File: src/rtl/ps2_host_tx.sv
// Host-to-device PS/2 transmitter: request-to-send, frame shift on device clock falls,
// ACK check and timeout. Drives the open-drain lines through drive-low enables.
module ps2_host_tx #(
    parameter int INHIBIT_CYCLES = 5000,
    parameter int SETUP_CYCLES   = 50,
    parameter int TIMEOUT_CYCLES = 1000000
) (
    input  logic       clk,
    input  logic       rst,
    input  logic [7:0] tx_data,
    input  logic       tx_valid,
    output logic       tx_ready,
    input  logic       ps2_clk_in,
    input  logic       ps2_data_in,
    output logic       ps2_clk_drive_low,
    output logic       ps2_data_drive_low,
    output logic       busy,
    output logic       done,
    output logic       ack_err,
    output logic       timeout_err
);
    localparam int PMAX = (INHIBIT_CYCLES > SETUP_CYCLES) ? INHIBIT_CYCLES : SETUP_CYCLES;
    localparam int PW   = $clog2(PMAX + 1);
    localparam int TW   = $clog2(TIMEOUT_CYCLES + 1);
    localparam logic [PW-1:0] INH_LAST = PW'(INHIBIT_CYCLES - 1);
    localparam logic [PW-1:0] SET_LAST = PW'(SETUP_CYCLES - 1);
    localparam logic [TW-1:0] T_LIM    = TW'(TIMEOUT_CYCLES);

    typedef enum logic [2:0] {IDLE, INHIBIT, REQ, SEND, WAIT_ACK, WAIT_IDLE} state_t;

    state_t        state, state_nxt;
    logic [PW-1:0] pcnt, pcnt_nxt;
    logic [TW-1:0] tcnt, tcnt_nxt;
    logic [3:0]    idx, idx_nxt;
    logic [9:0]    frame, frame_nxt;
    logic [2:0]    clk_sync;
    logic [1:0]    data_sync;
    logic          clk_s, data_s, fall_ok;
    logic          ready_nxt, busy_nxt, done_nxt, clk_dl_nxt, data_dl_nxt, ack_nxt, to_nxt;

    function automatic logic [PW-1:0] sat_inc_p(input logic [PW-1:0] v);
        return (v == '1) ? v : v + 1'b1;
    endfunction

    function automatic logic [TW-1:0] sat_inc_t(input logic [TW-1:0] v);
        return (v == '1) ? v : v + 1'b1;
    endfunction

    assign clk_s   = clk_sync[1];
    assign data_s  = data_sync[1];
    // Falls caused by our own clock pull are not device clocks.
    assign fall_ok = clk_sync[2] & ~clk_sync[1] & ~ps2_clk_drive_low;

    always_comb begin
        state_nxt   = state;
        pcnt_nxt    = pcnt;
        tcnt_nxt    = tcnt;
        idx_nxt     = idx;
        frame_nxt   = frame;
        clk_dl_nxt  = ps2_clk_drive_low;
        data_dl_nxt = ps2_data_drive_low;
        ack_nxt     = ack_err;
        to_nxt      = timeout_err;
        done_nxt    = 1'b0;
        case (state)
            IDLE: begin
                clk_dl_nxt  = 1'b0;
                data_dl_nxt = 1'b0;
                if (tx_valid && tx_ready) begin
                    frame_nxt  = {1'b1, ~^tx_data, tx_data};
                    ack_nxt    = 1'b0;
                    to_nxt     = 1'b0;
                    pcnt_nxt   = '0;
                    clk_dl_nxt = 1'b1;
                    state_nxt  = INHIBIT;
                end
            end
            INHIBIT: begin
                if (pcnt == INH_LAST) begin
                    pcnt_nxt    = '0;
                    data_dl_nxt = 1'b1;
                    state_nxt   = REQ;
                end else begin
                    pcnt_nxt = sat_inc_p(pcnt);
                end
            end
            REQ: begin
                if (pcnt == SET_LAST) begin
                    clk_dl_nxt = 1'b0;
                    tcnt_nxt   = '0;
                    idx_nxt    = '0;
                    state_nxt  = SEND;
                end else begin
                    pcnt_nxt = sat_inc_p(pcnt);
                end
            end
            SEND, WAIT_ACK: begin
                tcnt_nxt = sat_inc_t(tcnt);
                if (tcnt_nxt == T_LIM) begin
                    clk_dl_nxt  = 1'b0;
                    data_dl_nxt = 1'b0;
                    to_nxt      = 1'b1;
                    done_nxt    = 1'b1;
                    state_nxt   = IDLE;
                end else if (state == SEND) begin
                    if (fall_ok) begin
                        data_dl_nxt = ~frame[idx];
                        idx_nxt     = idx + 4'd1;
                        if (idx == 4'd9) state_nxt = WAIT_ACK;
                    end
                end else begin
                    data_dl_nxt = 1'b0;
                    if (fall_ok) begin
                        ack_nxt   = data_s;
                        state_nxt = WAIT_IDLE;
                    end
                end
            end
            WAIT_IDLE: begin
                if (clk_s && data_s) begin
                    done_nxt  = 1'b1;
                    state_nxt = IDLE;
                end
            end
            default: state_nxt = IDLE;
        endcase
        ready_nxt = (state_nxt == IDLE);
        busy_nxt  = (state_nxt != IDLE);
    end

    always_ff @(posedge clk) begin
        if (rst) begin
            state              <= IDLE;
            pcnt               <= '0;
            tcnt               <= '0;
            idx                <= '0;
            clk_sync           <= '1;
            data_sync          <= '1;
            tx_ready           <= 1'b0;
            busy               <= 1'b0;
            done               <= 1'b0;
            ps2_clk_drive_low  <= 1'b0;
            ps2_data_drive_low <= 1'b0;
            ack_err            <= 1'b0;
            timeout_err        <= 1'b0;
        end else begin
            state              <= state_nxt;
            pcnt               <= pcnt_nxt;
            tcnt               <= tcnt_nxt;
            idx                <= idx_nxt;
            clk_sync           <= {clk_sync[1:0], ps2_clk_in};
            data_sync          <= {data_sync[0], ps2_data_in};
            tx_ready           <= ready_nxt;
            busy               <= busy_nxt;
            done               <= done_nxt;
            ps2_clk_drive_low  <= clk_dl_nxt;
            ps2_data_drive_low <= data_dl_nxt;
            ack_err            <= ack_nxt;
            timeout_err        <= to_nxt;
        end
    end

    always_ff @(posedge clk) begin
        frame <= frame_nxt;
    end

endmodule

File: config.mk
export PLATFORM = sky130hd
export DESIGN_NAME = ps2_host_tx
export DESIGN_NICKNAME = d
export VERILOG_FILES = /design/src/rtl/ps2_host_tx.sv
export SDC_FILE = /design/constraint.sdc
export NUM_CORES = 1
export LEC_CHECK = 0
export CELL_PAD_IN_SITES_DETAIL_PLACEMENT = 1
export CELL_PAD_IN_SITES_GLOBAL_PLACEMENT = 2
export CORE_UTILIZATION = 33
export DETAILED_ROUTE_END_ITERATION = 16
export MAX_ROUTING_LAYER = met4
export PLACE_DENSITY = 0.77
export SLEW_MARGIN = 20
export SYNTH_ARGS = -nofsm -noshare
export SYNTH_HDL_FRONTEND = slang
export SYNTH_SLANG_ARGS = --single-unit
File: constraint.sdc
create_clock -name clk -period 2.4 [get_ports clk]
set_clock_uncertainty 0.1 [all_clocks]
set_input_delay 0.72 -clock clk [delete_from_list [all_inputs] [get_ports clk]]
set_output_delay 0.72 -clock clk [all_outputs]
set_load 0.02 [all_outputs]
==> flow_results.org <==
** Layout
- 0 antenna diodes ended up in the layout.
- Final Cell Area :: 5280 sq um
- Layout Area Growth over Synthesis :: 46.0%
- The top cell types in the final layout, fill and taps aside, are sky130_fd_sc_hd__buf_4 (100), sky130_fd_sc_hd__dfxtp_1 (41), sky130_fd_sc_hd__nor2_1 (39).
- In the final layout, the share of cells above drive strength 1 is 0.327.
- Leading cell type in the layout, fill and taps excluded :: sky130_fd_sc_hd__buf_4
- Fin util :: 0.505
- Number of nets at the end of the flow :: 572

** Clock tree
- Clock tree synthesis selected as its root buffer the cell sky130_fd_sc_hd__clkbuf_8.
- Clock tree from TritonCTS :: yes
- No sink is reached through more buffers than the 2 on the longest clock path.
- Counting the buffers created by CTS gives 9.
- Clock latency on the worst-skew pair :: 0.36 ns
- After clock tree synthesis, the clock-pin slew on the worst setup and hold paths is 0.07 ns.
- In this run, post-CTS hold repair placed 0 buffers.
- The clock tree synthesis step divided the H-tree into 3 levels.
- Clock sinks :: 61

** Drt
- Via count :: 3853
- For this run, design rule violations remaining after detail routing come to 0.
- Before antenna repair, the detailed router went through 4 iterations.
- In this run the remaining antenna-violating nets after routing total 0.
- Via density per instance :: 5.54
- Routed length per placed instance :: 17.8 microns
- Initial detailed-routing violation count :: 136
- Aggregate routed wire length :: 12400 microns

** Die
- In this run the count of I/O pins placed on the die edge is 20.
- Measured along the x axis, the die boundary spans 107 microns.
- Initial Util :: 0.346
- Std cell rows :: 37
- Measured along the y axis, the die boundary spans 107 microns.
- Core Box Area :: 10500 sq um
- The floorplan step defined a die boundary enclosing 11400 sq um.

** STA
- Final hold vios :: 0
- After layout, the minimum clock period comes to 2.73 ns.
- The max-slew violation count is 0.
- The tightest hold path in the finished design has a slack of 0.312 ns.
- Least setup slack across all paths after layout :: -0.327 ns
- Static timing analysis puts the maximum clock frequency at 0.367 GHz.
- Measured against its own limit, the worst slew margin works out to 0.694.
- In the finished design, the share of the clock period the worst path needs comes to 1.14.
- Final number of setup-violating endpoints :: 14
- Slew of the pin with the lowest slew margin :: 0.456 ns
- Setup repair after global routing could not meet its margin everywhere.

** Power
- VDD sags by at most 363 uV.
- Cell area power density :: 439 nW/um^2
- Total power for the finished layout comes to 2.32 mW.
- Leakage power summed over all cells :: 2.02 nW

** Worst setup path
- Reg-to-reg critical path endpoint :: state[2]
- Critical path data arrival time :: 2.88 ns
- The most critical setup path has its endpoint at state[2].
- Setup crit start kind :: flip-flop
- Crit Path Class :: reg -> reg
- Type of element capturing the critical path :: flip-flop
- The startpoint identified for the worst register-to-register timing path is tcnt[9].
- Data required time at the worst endpoint :: 2.55 ns
- In this run the register-to-register setup slack is -0.33 ns.
- Of all nets on the critical path, the largest fanout is 7.
- The critical path starts at tcnt[9].
- Measured in cells, the most critical reg-to-reg path has a length of 11.

** Min path
- The min-delay analysis places its worst path in the category reg -> reg.
- Counting instances, the worst hold path has a depth of 1.

** Synth
- Post-synth EDFFs :: 9
- For this run, the number of Yosys warnings is 0.
- Async set-reset flop share out of synthesis :: 0
- Top post-synthesis cells by area :: sky130_fd_sc_hd__dfxtp_1 (29%), sky130_fd_sc_hd__edfxtp_1 (7.5%), sky130_fd_sc_hd__a21oi_1 (4.8%)
- Syn_area_per_cell :: 8.28 sq um
- Summed over all instances, the cell type with the most area after synthesis is sky130_fd_sc_hd__dfxtp_1.
- In the synthesized netlist, the number of instances is 437.
- When the netlist entered floorplanning its net count stood at 455.
- Sequential element share of the synthesized area :: 0.362
- Synthesis inferred 61 register bits.
- Top flip-flop cell by instance count after synthesis :: sky130_fd_sc_hd__dfxtp_1
- The share of synthesized area in the top cell type comes to 0.288.
- Summing every instance area after synthesis gives 3620 sq um.
- Number of distinct library cells after synthesis :: 64

** Global route
- The number of global-route vias before repair was 4031.
- In the global route stage, overall resource usage came out at 0.230.
- After global routing the overflow that remains totals 0.
- Antenna violations before repair :: 0
- The first global-routing pass estimated 19700 microns of wire.
- Entering global routing, the biggest net connects 26 pins.

** Run status
- Outcome :: complete, but fails checks
- The checks that failed: negative setup slack.

** Placement
- The wire-length estimate of the detail-placed layout is 8510 microns.
- Routability-driven placement finished with a final weighted congestion of 0.830.
- Prior to clock tree synthesis, the placed netlist has a worst setup slack of -0.374 ns.
- Post-DP Area :: 4610 sq um
- Number of port buffers :: 19

** Flow run
- Across the run, the number of max-cap violations was 0.
==> sequential cells by signal, indices dropped and copies added (netlist names) <==
name and cells:
tcnt 20, pcnt 13, frame 9, idx 4, clk_sync 3, state 3, data_sync 2, ack_err 1
busy 1, done 1, ps2_clk_drive_low 1, ps2_data_drive_low 1, timeout_err 1, tx_ready 1
==> final cells by class <==
class,count,area (sq um)
clock inverter,4,72.6
sequential,61,1340
timing repair buffer,132,1120
clock buffer,12,145
fill,1255,5180
inverter,11,41.3
multi-input combinational,339,2400
tap,136,170
==> metrics by stage <==
step | TNS [ns] | instances
floorplan | -1.50 | 437
global placement | -6.66 | 660
detailed placement | -8.72 | 660
CTS | -2.70 | 682
global route | -5.40 | 695
finish | -4.17 | 695
==> synthesized netlist by cell type, types with 3 or more instances <==
cell	n
sky130_fd_sc_hd__a211o_1	4
sky130_fd_sc_hd__a211oi_1	8
sky130_fd_sc_hd__a21o_1	5
sky130_fd_sc_hd__a21oi_1	35
sky130_fd_sc_hd__a31oi_1	11
sky130_fd_sc_hd__and2_1	8
sky130_fd_sc_hd__and3_1	7
sky130_fd_sc_hd__and4_1	4
sky130_fd_sc_hd__buf_2	7
sky130_fd_sc_hd__clkbuf_1	18
sky130_fd_sc_hd__dfxtp_1	52
sky130_fd_sc_hd__edfxtp_1	9
sky130_fd_sc_hd__ha_1	5
sky130_fd_sc_hd__inv_1	11
sky130_fd_sc_hd__mux2i_1	5
sky130_fd_sc_hd__nand2_1	37
sky130_fd_sc_hd__nand2b_1	4
sky130_fd_sc_hd__nand3_1	21
sky130_fd_sc_hd__nand4_1	8
sky130_fd_sc_hd__nor2_1	39
sky130_fd_sc_hd__nor2b_1	6
sky130_fd_sc_hd__nor3_1	16
sky130_fd_sc_hd__nor4_1	6
sky130_fd_sc_hd__o21ai_0	21
sky130_fd_sc_hd__o31a_1	4
sky130_fd_sc_hd__o31ai_1	3
sky130_fd_sc_hd__or2_2	5
sky130_fd_sc_hd__or3_1	8
sky130_fd_sc_hd__or4_1	7
sky130_fd_sc_hd__xnor2_1	13
sky130_fd_sc_hd__xor2_1	7
==> power breakdown <==
| part | switching [mW] | leakage, nW | internal [mW] |
|---|---|---|---|
| clock | 0.434 | 0.107 | 0.612 |
| combinational | 0.102 | 1.40 | 0.0984 |
| sequential | 0.0143 | 0.511 | 1.06 |
==> worst min path at each step <==
stage | start | to | slack (ns)
after global routing | data_sync[0] | data_sync[1] | 0.33
after detailed placement | data_sync[0] | data_sync[1] | 0.30
after floorplan | clk_sync[0] | clk_sync[1] | 0.29
final | data_sync[0] | data_sync[1] | 0.31
after global placement | data_sync[0] | data_sync[1] | 0.29
after CTS | data_sync[0] | data_sync[1] | 0.32
==> worst max-delay path, cell delays in order, from the launching register on <==
cell	delay, ns
sky130_fd_sc_hd__dfxtp_1	0.35
sky130_fd_sc_hd__nand3_2	0.11
sky130_fd_sc_hd__or4_4	0.58
sky130_fd_sc_hd__buf_12	0.16
sky130_fd_sc_hd__o22ai_2	0.09
sky130_fd_sc_hd__nand4_1	0.25
sky130_fd_sc_hd__a2111oi_4	0.34
sky130_fd_sc_hd__buf_4	0.19
sky130_fd_sc_hd__buf_6	0.10
sky130_fd_sc_hd__clkbuf_16	0.13
sky130_fd_sc_hd__a211o_1	0.14
sky130_fd_sc_hd__a21oi_1	0.06
==> repair_timing <==
item,in CTS,in global routing
cloned,1,0
buffers inserted,5,13
resized for setup,33,27
endpoints found under the setup margin,37,22
pin swaps,5,16
==> layer usage <==
| metal | vias up | share of wire | global-route usage |
|---|---|---|---|
| met4 | 0 | 0.028 | 0.0930 |
| li1 | 1852 | - | - |
| met3 | 26 | 0.032 | 0.0438 |
| met1 | 1911 | 0.42 | 0.264 |
| met5 | - | 0 | - |
| met2 | 64 | 0.52 | 0.393 |
==> kinds of logic (layout without fill, tap and decap cells) <==
kind of cell,after synthesis,after routing,synth area share
XOR/XNOR,20,20,0.0484
buffers and inverters,37,159,0.0429
adder cells (fa/ha/maj),5,5,0.0173
multiplexers,7,7,0.0263
AO/OA/AOI/OAI,120,120,0.229
AND/OR/NAND/NOR,187,187,0.274
flip-flops,61,61,0.362
(Power assumes the default switching activity.)
